==> config.mk <==
export PLATFORM = sky130hd
export DESIGN_NAME = lcd_timing_gen
export DESIGN_NICKNAME = d
export VERILOG_FILES = /design/src/rtl/lcd_timing_gen.sv
export SDC_FILE = /design/constraint.sdc
export NUM_CORES = 1
export LEC_CHECK = 0
export BUFFER_PORTS_ARGS = -buffer_cell sky130_fd_sc_hd__buf_2
export CORE_MARGIN = 5
export CORE_UTILIZATION = 40
export DETAILED_ROUTE_END_ITERATION = 8
export PLACE_DENSITY = 0.67
export SKIP_LAST_GASP = 1
export SLEW_MARGIN = 20
export SYNTH_ARGS = -nofsm -noshare
export SYNTH_HDL_FRONTEND = slang
export SYNTH_SLANG_ARGS = --single-unit
==> constraint.sdc <==
create_clock -name iCLK -period 3.25 [get_ports iCLK]
set_input_delay 0.325 -clock iCLK [delete_from_list [all_inputs] [get_ports iCLK]]
set_output_delay 0.325 -clock iCLK [all_outputs]
set_load 0.1 [all_outputs]
==> src/rtl/lcd_timing_gen.sv <==
// lcd_timing_gen: parametrised LCD sync/DE/frame-marker generator with pixel pre-fetch
// requests and a stream/solid/colour-bar/black source mux.
module lcd_timing_gen #(
    parameter int   H_ACTIVE = 800,
    parameter int   H_FP     = 210,
    parameter int   H_SYNC   = 1,
    parameter int   H_BP     = 45,
    parameter int   V_ACTIVE = 480,
    parameter int   V_FP     = 22,
    parameter int   V_SYNC   = 1,
    parameter int   V_BP     = 22,
    parameter logic HS_POL   = 1'b0,
    parameter logic VS_POL   = 1'b0,
    parameter int   RD_LAT   = 1
) (
    input  logic        iCLK,
    input  logic        iRST_n,
    input  logic [1:0]  iMODE,
    input  logic [23:0] iSOLID_RGB,
    input  logic [31:0] iPIX_DATA,
    input  logic        iPIX_VALID,
    input  logic        iCLR_UNDERFLOW,
    output logic        oPIX_REQ,
    output logic        oHD,
    output logic        oVD,
    output logic        oDE,
    output logic [7:0]  oLCD_R,
    output logic [7:0]  oLCD_G,
    output logic [7:0]  oLCD_B,
    output logic        oNewFrame,
    output logic        oEndFrame,
    output logic [15:0] oFRAME_CNT,
    output logic        oUNDERFLOW
);
    localparam int H_TOTAL = H_SYNC + H_BP + H_ACTIVE + H_FP;
    localparam int V_TOTAL = V_SYNC + V_BP + V_ACTIVE + V_FP;
    localparam int XW = $clog2(H_TOTAL + 5);
    localparam int YW = $clog2(V_TOTAL + 1);
    localparam int BAR_W = (H_ACTIVE / 8 > 0) ? H_ACTIVE / 8 : 1;
    localparam int BW = $clog2(BAR_W + 1);
    localparam logic [XW-1:0] H_LAST  = XW'(H_TOTAL - 1);
    localparam logic [XW-1:0] HS_END  = XW'(H_SYNC);
    localparam logic [XW-1:0] HA_BEG  = XW'(H_SYNC + H_BP);
    localparam logic [XW-1:0] HA_END  = XW'(H_SYNC + H_BP + H_ACTIVE);
    localparam logic [XW-1:0] HA_LAST = XW'(H_SYNC + H_BP + H_ACTIVE - 1);
    localparam logic [XW-1:0] LAT     = XW'(RD_LAT);
    localparam logic [YW-1:0] V_LAST  = YW'(V_TOTAL - 1);
    localparam logic [YW-1:0] VS_END  = YW'(V_SYNC);
    localparam logic [YW-1:0] VA_BEG  = YW'(V_SYNC + V_BP);
    localparam logic [YW-1:0] VA_END  = YW'(V_SYNC + V_BP + V_ACTIVE);
    localparam logic [YW-1:0] VA_LAST = YW'(V_SYNC + V_BP + V_ACTIVE - 1);
    localparam logic [BW-1:0] BAR_LAST = BW'(BAR_W - 1);
    localparam logic [1:0] M_STREAM = 2'd0;
    localparam logic [1:0] M_SOLID  = 2'd1;
    localparam logic [1:0] M_BARS   = 2'd2;
    localparam logic [1:0] M_BLACK  = 2'd3;

    logic [XW-1:0] x_q, x_d, xr;
    logic [YW-1:0] y_q, y_d;
    logic [1:0]    mode_q, mode_d;
    logic [23:0]   solid_q, solid_d;
    logic [BW-1:0] bcnt_q, bcnt_d;
    logic [2:0]    bidx_q, bidx_d;
    logic          hd_q, hd_d, vd_q, vd_d, de_q, de_d, nf_q, nf_d, ef_q, ef_d, uf_q, uf_d;
    logic [23:0]   rgb_q, rgb_d, bar_rgb, src_rgb;
    logic [15:0]   fcnt_q, fcnt_d;
    logic          h_end, v_end, at_origin, h_act, v_act, act, starve;
    logic          pix_unused;

    assign pix_unused = ^iPIX_DATA[31:24];

    always_comb begin
        h_end     = x_q == H_LAST;
        v_end     = y_q == V_LAST;
        at_origin = x_q == '0 && y_q == '0;
        h_act     = x_q >= HA_BEG && x_q < HA_END;
        v_act     = y_q >= VA_BEG && y_q < VA_END;
        act       = h_act && v_act;
        // Request runs RD_LAT clocks ahead of the pixel, never leaving the current line.
        xr        = x_q + LAT;
        oPIX_REQ  = mode_q == M_STREAM && v_act && xr >= HA_BEG && xr < HA_END;
        x_d       = h_end ? '0 : x_q + 1'b1;
        y_d       = !h_end ? y_q : v_end ? '0 : y_q + 1'b1;
        mode_d    = at_origin ? iMODE : mode_q;
        solid_d   = at_origin ? iSOLID_RGB : solid_q;
        bcnt_d    = (!h_act || bcnt_q == BAR_LAST) ? '0 : bcnt_q + 1'b1;
        bidx_d    = !h_act ? '0 : (bcnt_q == BAR_LAST && bidx_q != 3'd7) ? bidx_q + 1'b1 : bidx_q;
        // Bar order white,yellow,cyan,green,magenta,red,blue,black maps straight onto index bits.
        bar_rgb   = {{8{~bidx_q[1]}}, {8{~bidx_q[2]}}, {8{~bidx_q[0]}}};
        starve    = act && mode_q == M_STREAM && !iPIX_VALID;
        src_rgb   = mode_q == M_STREAM ? (iPIX_VALID ? iPIX_DATA[23:0] : '0) :
                    mode_q == M_SOLID  ? solid_q :
                    mode_q == M_BARS   ? bar_rgb : '0;
        rgb_d     = act ? src_rgb : '0;
        hd_d      = x_q < HS_END ? HS_POL : ~HS_POL;
        vd_d      = y_q < VS_END ? VS_POL : ~VS_POL;
        de_d      = act;
        nf_d      = at_origin;
        ef_d      = x_q == HA_LAST && y_q == VA_LAST;
        uf_d      = starve || (uf_q && !iCLR_UNDERFLOW);
        fcnt_d    = (h_end && v_end) ? fcnt_q + 1'b1 : fcnt_q;
    end

    always_ff @(posedge iCLK or negedge iRST_n) begin
        if (!iRST_n) begin
            x_q     <= '0;
            y_q     <= '0;
            mode_q  <= M_BLACK;
            solid_q <= '0;
            bcnt_q  <= '0;
            bidx_q  <= '0;
            hd_q    <= ~HS_POL;
            vd_q    <= ~VS_POL;
            de_q    <= 1'b0;
            nf_q    <= 1'b0;
            ef_q    <= 1'b0;
            uf_q    <= 1'b0;
            rgb_q   <= '0;
            fcnt_q  <= '0;
        end else begin
            x_q     <= x_d;
            y_q     <= y_d;
            mode_q  <= mode_d;
            solid_q <= solid_d;
            bcnt_q  <= bcnt_d;
            bidx_q  <= bidx_d;
            hd_q    <= hd_d;
            vd_q    <= vd_d;
            de_q    <= de_d;
            nf_q    <= nf_d;
            ef_q    <= ef_d;
            uf_q    <= uf_d;
            rgb_q   <= rgb_d;
            fcnt_q  <= fcnt_d;
        end
    end

    assign oHD        = hd_q;
    assign oVD        = vd_q;
    assign oDE        = de_q;
    assign {oLCD_R, oLCD_G, oLCD_B} = rgb_q;
    assign oNewFrame  = nf_q;
    assign oEndFrame  = ef_q;
    assign oFRAME_CNT = fcnt_q;
    assign oUNDERFLOW = uf_q;
endmodule

# ---- Word level (Yosys, flattened, before mapping)
# Index checks and enable logic that the tools add are counted.
dict set report totals {
  out_inout_bits 47
  inputBits 62
  wordCells 72
  regBits 103
}
dict set report classes {
  reduce_logical 21
  n_lt_le_gt_ge 8
  eq_ne 9
  add_sub_neg 5
  bitwise_logic 3
  muxes 12
}
# cell count
set ops {}
lappend ops {{$mux 24} 5}
lappend ops {{$ge 11x6->1 const B} 2}
lappend ops {{$lt 11x10->1 const B} 2}
lappend ops {{$add 16x1->16 const B} 1}
lappend ops {{$logic_and 1x1->1} 13}
lappend ops {{$add 11x1->11 const B} 1}
lappend ops {{$eq 11x10->1 const B} 1}
lappend ops {{$eq 11x11->1 const B} 1}
lappend ops {{$logic_not 11->1} 1}
lappend ops {{$lt 11x1->1 const B} 1}
lappend ops {{$mux 11} 1}
lappend ops {{$add 10x1->10 const B} 1}
lappend ops {{$eq 10x10->1 const B} 1}
lappend ops {{$eq 10x9->1 const B} 1}
lappend ops {{$ge 10x5->1 const B} 1}
lappend ops {{$logic_not 10->1} 1}
lappend ops {{$lt 10x1->1 const B} 1}
lappend ops {{$lt 10x9->1 const B} 1}
lappend ops {{$mux 10} 1}
lappend ops {{$add 7x1->7 const B} 1}
lappend ops {{$eq 7x7->1 const B} 1}
lappend ops {{$mux 7} 1}
lappend ops {{$mux 3} 2}
lappend ops {{$add 3x1->3 const B} 1}
lappend ops {{other kinds (9)} 15}

# ---- Logic depth before layout (Yosys ltp)
# Gate-level depths: netlist of the first run.
dict set report logic_depth {
  ltp_word 6
  ltp_mapped 10
  depth_no_buf 8
}

# ---- Worst setup path before layout of the first run
# OpenSTA, ideal clock, no wires.
dict set report synth_path {
  path_type {register to output}
  startpoint {register x_q[1]}
  endpoint {output oPIX_REQ}
  setup_slack_ps -637
  required_time_ps 2925
  arrival_time_ps 3562
  stages_incl_launch_ff 8
  n_path_buf 0
  path_cell_list {dfrtp_1 -> ha_1 -> nand3_1 -> xnor2_1 -> inv_1 -> a211oi_1 -> nor4_1 -> nor3_1}
}
dict set report synth_between {
  elab_chain_cells 4
  elab_cells_between_ends 5
  classes_between {add/sub (1); order compare (2); reduce/logical (2)}
}
# element line_no
set synth_rtl {}
lappend synth_rtl {{from (decl)} 58} ;# logic [XW-1:0] x_q, x_d, xr;
lappend synth_rtl {{from (signal assigned)} 106} ;# x_q <= '0;
lappend synth_rtl {{from (signal assigned)} 121} ;# x_q <= x_d;
lappend synth_rtl {{$add 11x1->11 *} 80} ;# xr = x_q + LAT;
lappend synth_rtl {{$ge 11x6->1} 81} ;# oPIX_REQ = mode_q == M_STREAM && v_act && xr >= HA_BEG && xr < HA_END;
lappend synth_rtl {{$logic_and 1x1->1} 81}
lappend synth_rtl {{$logic_and 1x1->1 *} 81}
lappend synth_rtl {{to (decl)} 23} ;# output logic oPIX_REQ,
# Every way passes the cells marked *; elsewhere a longest branch is shown, timed or not.

# ---- Worst setup path in the final report of the first run
# Ends and elaborated chain as after synthesis.

==> results of run 1 <==
## kinds of logic after synthesis
family,after synthesis
AOI/OAI and AO/OA,72
xor gates and xnor gates,33
adders and majority gates,12
buffers and inverters,35
DFF,103
muxes,30
and+or+nand+nor,158
## path summary, 6_finish.rpt
check	startpoint	end	slack, ns	cells after the start
max in group asynchronous	iRST_n	rgb_q[4]	2.32	2
worst min register to register	bcnt_q[0]	bcnt_q[0]	0.46	1
worst max register to register	x_q[1]	oFRAME_CNT[15]	0.67	7
min in group iCLK	iSOLID_RGB[17]	solid_q[17]	0.20	2
worst max-delay path	x_q[1]	oPIX_REQ	0.27	8
worst min-delay path	iRST_n	solid_q[10]	0.08	1
## final cells by class
| type | instances | share of cell area, % |
|---|---|---|
| Inverter | 11 | 0.714 |
| Timing Repair Buffer | 106 | 9.52 |
| Clock inverter | 6 | 1.88 |
| Multi-Input combinational cell | 305 | 36.1 |
| Clock buffer | 10 | 3.96 |
| Sequential cell | 103 | 44.6 |
| Tap cell | 147 | 3.18 |
## per-stage QoR
stage / util [%] / setup WS [ns] / hold WS (ns) / power (uW) / area (um2)
5_1_grt: 48.6 / 0.0205 / 0.170 / 2770 / 5790
6_report: 48.6 / 0.271 / 0.0840 / 2660 / 5790
3_3_place_gp: 45.7 / 0.569 / 0.439 / 1450 / 5440
3_5_place_dp: 45.7 / 0.530 / 0.453 / 1460 / 5440
2_1_floorplan: - / 0.213 / 0.0294 / 1380 / 4830
4_1_cts: 48.5 / 0.121 / 0.112 / 2700 / 5780
## power breakdown
| part | internal (uW) | switching (uW) |
|---|---|---|
| registers | 1300 | 19.5 |
| clock network | 753 | 479 |
| logic | 51.5 | 58.7 |
## critical path, delay by kind of cell, from the launching register on
family	cells	cell delay, ns
adders and majority gates	1	0.26
and+or+nand+nor	5	1.06
DFF	1	0.46
xor gates and xnor gates	1	0.17
buffers and inverters	1	0.35
## per-layer routing
layer	part of all wire (%)	vias to the layer above
li1	-	1722
met3	4.2	26
met2	50	83
met4	3.6	0
met1	42	1769
met5	0	-
## state kept, by name, indices dropped and copies added (netlist names), 2 cells and up
signal and flops:
bcnt_q 7, bidx_q 3, mode_q 2, oFRAME_CNT 16
rgb_q 24, solid_q 24, x_q 11, y_q 10
## cells in the mapped netlist, types with 2 or more instances
master / count
dfrtp_1: 99
nor2_1: 61
mux2_2: 27
nand2_1: 25
a22oi_1: 24
o21a_1: 24
xnor2_1: 20
clkbuf_1: 15
nand3_1: 15
ha_1: 12
xor2_1: 12
inv_1: 11
o21ai_0: 11
nand4_1: 10
nor3_1: 9
a21oi_1: 7
and3_1: 7
and2_1: 4
buf_4: 4
dfstp_2: 4
nand2b_1: 4
and4_1: 3
mux2i_1: 3
nor2b_1: 3
nor4_1: 3
or3_1: 3
buf_1: 2
buf_6: 2
nand3b_1: 2
nor3_2: 2
nor3_4: 2
nor4b_1: 2
==> metrics.txt, run 1 <==
routed len/inst=15.5 um; CORE AREA=11,900 um2; RePlAce Congestion=0.838; total global routing overflow=0; DR vias=3,600; post-synthesis cell type count=43; I/O Buffers=100; fin. max-slew vios=0; Synth area leaders=dfrtp_1, mux2_2, nor2_1; main combinational cell family by area after synthesis=simple AND/OR/NAND/NOR gates; post-route insts no fill=688; filler cell count=1,129; Fin. Hold Viols=0; Inst Count DP=672; Slew HR=43.5%; layout cells sized above 1=29.8%; Post-synth EDFFs=0; clock-pin slew on the worst setup and hold paths=0.07 ns; die footprint=14,400 um2; CP cell instances=ha_1 -> nand3_1 -> nor2_1 -> xnor2_1 -> nand2_1 -> and3_1 -> nor3_2 -> clkbuf_4; Post-Synth Adder-Cell Area=3.11%; Data arrival, critical path=2.65 ns; status=finished, final reports clean; RSZ-0062 raised after global routing=no; drt first pass iters=4; Hold Buf Count CTS=0; Final ANT Viol Nets=0; H-tree depth=3; setup_tns=0 ns; layout net count=610; chip width=120 um; CTS Sinks=103; worst min-delay path class=input port to async pin; worst path required time=2.92 ns; peak supply drop=0.223 mV; largest net degree at the start of global routing=69; commonest cells after routing, fill and taps aside=dfrtp_1, buf_2, nor2_1; commonest non-fill, non-tap cell in the layout=dfrtp_1; Max Clock Freq=0.336 GHz; Async SR Flop Fraction=100%; num ports=109; Die Y=120 um; root buf cell=clkbuf_16; ys flop type=dfrtp_1; setup bufs post-CTS=0; multiplexer share of the synthesized area=6.93%; Post-Syn Nets=517; CP peak stage delay=0.46 ns; CP Class=register to primary output; cell taking the most area after synthesis=dfrtp_1; GRT met2 Usage=25.8%; clk buf depth=2; Layout area overhead=20.0%; CTS Buf Count=9; gr busiest metal=met2; synthesized area=4820 um2; YS warnings=0; Setup crit end kind=primary output; antenna diode count=0; Synth Area per Inst=10.9 um2; Post-DP HPWL=7.61 mm; Initial DRC Count=220; sequential fraction of the synthesis area=53.6%; crit path max fanout=8; CP max-delay cell=dfrtp_1; num rows=40; WL final=10.7 mm; skew final=0.00578 ns; top cell type's share of synthesized area=51.4%; XOR/XNOR share of the synthesized area=6.15%; clock latency on the worst-skew pair=0.35 ns; Post-Syn Instances=443; post-CTS sizing=0; initial antenna violation count=0; Via density=5.23; max cap viols=0; Starting Density=40.5%; critical path startpoint category=register; Multi-input gate area=2090 um2; worst-margin pin slew=0.847 ns; met1 usage in global routing=19.2%; Global Route Usage Sum=15.6%; compound-cell area share of the yosys netlist=10.4%; Pwr Density=460 nW/um2; Sequential Area=2580 um2; period utilisation layout=91.7%; first-pass GRT wire length=18.0 mm; final setup fails=0; min cycle time layout=2.98 ns; Leak=0.00290 uW; CTS tree=built; number of global-route vias before repair=3,692; Residual DRC=0; GR met3 Demand/Resource=4.01%; flops & latches, synth=103; Post-Synth Simple-Gate Area=16.5%
Note: power is estimated with default switching activity, not from simulation.
==> inputs of run 2 (changes only) <==
- clock period: 3.25 -> 3.7 ns (I/O delays scaled with it)
==> metrics.txt, run 2 (same netlist as run 1, synthesis figures left out) <==
worst min-delay path class=input port to async pin; power share of the sequential group=50.4% (+0.8 points); CP cell instances=ha_1 -> nand3_1 -> xnor2_1 -> inv_1 -> a211oi_1 -> nor4_1 -> nor3_2 -> buf_2; max cap viols=0 (unchanged); Layout area overhead=19.6%; Sw Share=21.7% (+0.73 points); met2 WL=5.61 mm (+5.0%); num ports=109 (unchanged); filler cell count=1,103 (-2.3%); crit-path leading delay family=simple AND/OR/NAND/NOR gates; Initial DRC Count=337 (+53%); CTS tree=built; routed len/inst=15.7 um (+1.5%); fin. max-slew vios=0 (unchanged); WL met3=447 um (-0.22%); antenna diode count=0 (unchanged); first-pass GRT wire length=18.4 mm (+1.9%); RePlAce Congestion=0.821 (-2.1%); min cycle time layout=3.23 ns; I/O Buffers=100 (unchanged); CP peak stage delay=0.46 ns (about the same); largest net degree at the start of global routing=70 (+1.4%); Clk pwr share=45.4% (-0.9 points); clock-pin slew on the worst setup and hold paths=0.07 ns (about the same); combinational share of power=4.2% (about the same); CTS Sinks=103 (unchanged); Starting Density=40.5% (unchanged); worst-margin pin slew=0.876 ns (+0.0284 ns); final hold slack=0.135 ns (+0.0512 ns); WL final=10.8 mm (+1.5%); Residual DRC=0 (unchanged); die footprint=14,400 um2 (unchanged); total global routing overflow=0 (unchanged); drt first pass iters=4 (unchanged); RSZ-0062 raised after global routing=no; final setup fails=0 (unchanged); Slew HR=41.6% (-1.9 points); Via density=5.19 (-0.81%); root buf cell=clkbuf_16; Fin. Hold Viols=0 (unchanged); commonest cells after routing, fill and taps aside=dfrtp_1, buf_2, nor2_1; setup_tns=0 ns (unchanged); layout cells sized above 1=29.8% (unchanged); period utilisation layout=87.2%; Buffers & Inverters on Critical Path=2 (+1); P_int=1800 uW (-14%); status=finished, final reports clean; clock latency on the worst-skew pair=0.35 ns (about the same); DR vias=3,571 (-0.81%); setup bufs post-CTS=0 (unchanged); post-CTS sizing=0 (unchanged); CTS Buf Count=9 (unchanged); Setup crit end kind=primary output; skew final=0.00715 ns (+0.00136 ns); max layer used=met4; CP Class=register to primary output; Max Clock Freq=0.310 GHz; clk buf depth=2 (unchanged); chip width=120 um (unchanged); switching pwr=498 uW (-11%); num rows=40 (unchanged); CP max-delay cell=dfrtp_1; initial antenna violation count=0 (unchanged); number of global-route vias before repair=3,716 (+0.65%); CORE AREA=11,900 um2 (unchanged); worst path required time=3.33 ns (+0.41 ns); Post-DP HPWL=7.74 mm (+1.6%); Leak=0.00289 uW (-0.53%); met1 wire length=4.63 mm (+3.0%); peak supply drop=0.240 mV (+7.7%); layout net count=610 (unchanged); Global Route Usage Sum=15.6% (+0.023 points); critical path startpoint category=register; Pwr Density=398 nW/um2 (-13%); crit path max fanout=8 (unchanged); Die Y=120 um (unchanged); Final ANT Viol Nets=0 (unchanged); Data arrival, critical path=2.86 ns (+0.21 ns); H-tree depth=3 (unchanged); Hold Buf Count CTS=0 (unchanged)
==> run 2: final timing paths <==
kind                                   to  slack, ns  cells after the start          start
setup / recovery                 oPIX_REQ       0.47                      8         x_q[1]
hold / removal                   rgb_q[9]       0.14                      1         iRST_n
setup reg to reg           oFRAME_CNT[15]       1.09                      7         x_q[1]
hold reg to reg                 bcnt_q[0]       0.46                      1      bcnt_q[0]
max in group asynchronous       mode_q[0]       2.69                      2         iRST_n
min in group iCLK              solid_q[1]       0.24                      2  iSOLID_RGB[1]
==> run 2: cell type report <==
| class | instances | area, um2 | area share (%) |
|---|---|---|---|
| clock buffers | 10 | 239 | 4.14 |
| clock inverters | 6 | 92.6 | 1.60 |
| inverters | 11 | 41.3 | 0.716 |
| multi-input cells | 305 | 2080 | 36.1 |
| flip-flops and latches | 103 | 2580 | 44.8 |
| well taps | 147 | 184 | 3.19 |
| repair buffers | 106 | 548 | 9.50 |
==> run 2: layer usage <==
| metal | GRT usage (%) | up-vias |
|---|---|---|
| li1 | - | 1720 |
| met1 | 20.1 | 1773 |
| met2 | 26.8 | 67 |
| met3 | 3.49 | 11 |
| met4 | 3.87 | 0 |
| met5 | 0 | - |
==> run 2: power by group through the flow <==
| stage | Sequential (uW) | Combinational [uW] | Clock [uW] |
|---|---|---|---|
| floorplan | 1170 | 46.7 | 0 |
| global placement | 1180 | 96.4 | 0 |
| detailed placement | 1180 | 99.7 | 0 |
| global route | 1160 | 111 | 1120 |
| CTS | 1160 | 100 | 1070 |
| finish | 1160 | 97.4 | 1040 |
==> run 2: per-stage QoR <==
step	util (%)	cells	power (uW)	setup slack, ns	area, um2
floorplan	-	443	1210	0.618	4830
global placement	45.7	672	1280	0.966	5440
detailed placement	45.7	672	1280	0.825	5440
CTS	48.4	688	2320	0.432	5770
global route	48.4	688	2390	0.212	5770
finish	48.4	688	2300	0.475	5770
==> inputs of run 3 (changes only) <==
- CTS_BUF_LIST: unset -> sky130_fd_sc_hd__clkbuf_4 sky130_fd_sc_hd__clkbuf_8
==> metrics.txt, run 3 (same netlist as run 1, synthesis figures left out) <==
period utilisation layout=88.2% (+1.1 points); Fin. Hold Viols=0 (unchanged); DR vias=3,555 (-0.45%); Layout area overhead=17.5%; num ports=109 (unchanged); Pwr Density=364 nW/um2 (-8.7%); total global routing overflow=0 (unchanged); layout net count=610 (unchanged); post-route insts no fill=688 (unchanged); die footprint=14,400 um2 (unchanged); critical path startpoint category=register; status=finished, final reports clean; routed len/inst=15.7 um (+0.12%); Post-DP HPWL=7.74 mm (unchanged); pre-CTS WS=0.825 ns (unchanged); worst path required time=3.33 ns (about the same); final setup fails=0 (unchanged); num rows=40 (unchanged); Inst Count DP=672 (unchanged); Data arrival, critical path=2.89 ns (+0.03 ns); clk buf depth=2 (unchanged); setup_tns=0 ns (unchanged); root buf cell=clkbuf_8; post-route cell area=5670 um2 (-1.8%); number of global-route vias before repair=3,690 (-0.70%); Hold Buf Count CTS=0 (unchanged); CTS Sinks=103 (unchanged); Global Route Usage Sum=15.8% (+0.16 points); clock-pin slew on the worst setup and hold paths=0.09 ns (+0.02 ns); Max Clock Freq=0.306 GHz (-1.2%); commonest cells after routing, fill and taps aside=dfrtp_1, buf_2, nor2_1; clock latency on the worst-skew pair=0.39 ns (+0.04 ns); post-CTS sizing=0 (unchanged); Die Y=120 um (unchanged); setup bufs post-CTS=0 (unchanged); RSZ-0062 raised after global routing=no; antenna diode count=0 (unchanged); WL final=10.8 mm (+0.12%); final hold slack=0.0899 ns (-0.0453 ns); Final ANT Viol Nets=0 (unchanged); largest net degree at the start of global routing=70 (unchanged); Via density=5.17 (-0.45%); RePlAce Congestion=0.821 (unchanged); CTS Buf Count=9 (unchanged); chip width=120 um (unchanged); Slew HR=42.2% (+0.56 points); drt first pass iters=4 (unchanged); H-tree depth=3 (unchanged); max cap viols=0 (unchanged); Setup crit end kind=primary output; Initial DRC Count=305 (-9.5%); initial antenna violation count=0 (unchanged); post-place instance area=5440 um2 (unchanged); Leak=0.00284 uW (-1.6%); I/O Buffers=100 (unchanged); skew final=0.0149 ns (+0.00775 ns); CTS tree=built; Residual DRC=0 (unchanged); first-pass GRT wire length=18.4 mm (about the same); layout cells sized above 1=29.8% (unchanged); worst-margin pin slew=0.867 ns (-0.00840 ns); Starting Density=40.5% (unchanged); worst min-delay path class=input port to async pin; CORE AREA=11,900 um2 (unchanged); CP Class=register to primary output; min cycle time layout=3.26 ns (+0.0391 ns); crit path max fanout=8 (unchanged); worst setup margin=0.435 ns (-0.0391 ns); peak supply drop=0.217 mV (-9.8%); fin. max-slew vios=0 (unchanged)
==> run 3: cell count changes in the layout (fill, tap and decap cells not counted) <==
cell	delta
clkbuf_8	+9
clkbuf_16	-9
==> run 3: metrics by stage <==
| stage | total power, uW | utilization (%) |
|---|---|---|
| finish | 2060 | 47.6 |
| global route | 2150 | 47.6 |
| CTS | 2090 | 47.6 |
| detailed placement | 1280 | 45.7 |
| global placement | 1280 | 45.7 |
| floorplan | 1210 | - |
==> run 3: final cells by class <==
type / instances / area (um2)
clock buffers: 10 / 138
clock inverters: 6 / 92.6
fillers: 1118 / 6240
inverters: 11 / 41.3
multi-input cells: 305 / 2080
flip-flops and latches: 103 / 2580
well taps: 147 / 184
repair buffers: 106 / 548
==> run 3: routing by layer <==
layer | vias up | part of all wire [%] | GRT usage [%]
li1 | 1723 | - | -
met1 | 1747 | 42 | 20.2
met2 | 76 | 52 | 26.7
met3 | 9 | 4.5 | 4.38
met4 | 0 | 1.1 | 3.51
met5 | - | 0 | 0
==> run 3: critical path, stage by stage (launching register included) <==
cell	delay (ns)
dfrtp_1	0.48
ha_1	0.27
nand3_1	0.32
xnor2_1	0.36
inv_1	0.11
a211oi_1	0.29
nor4_1	0.10
nor3_2	0.15
buf_2	0.44
==> run 3: final timing paths <==
| check | from | to | slack, ns | depth (start not counted) |
|---|---|---|---|---|
| max in group asynchronous | iRST_n | mode_q[0] | 2.73 | 2 |
| worst max-delay path | x_q[1] | oPIX_REQ | 0.44 | 8 |
| worst min-delay path | iRST_n | rgb_q[9] | 0.09 | 1 |
| min in group iCLK | iSOLID_RGB[1] | solid_q[1] | 0.20 | 2 |
| worst min register to register | bcnt_q[0] | bcnt_q[0] | 0.46 | 1 |
| worst max register to register | x_q[1] | oFRAME_CNT[15] | 1.09 | 7 |
==> run 3: power by group <==
| group | total [uW] | switching, uW | internal, uW | leakage (uW) |
|---|---|---|---|---|
| clock network | 806 | 404 | 403 | 0.000109 |
| logic | 97.0 | 51.8 | 45.2 | 0.00139 |
| registers | 1160 | 17.2 | 1140 | 0.00135 |
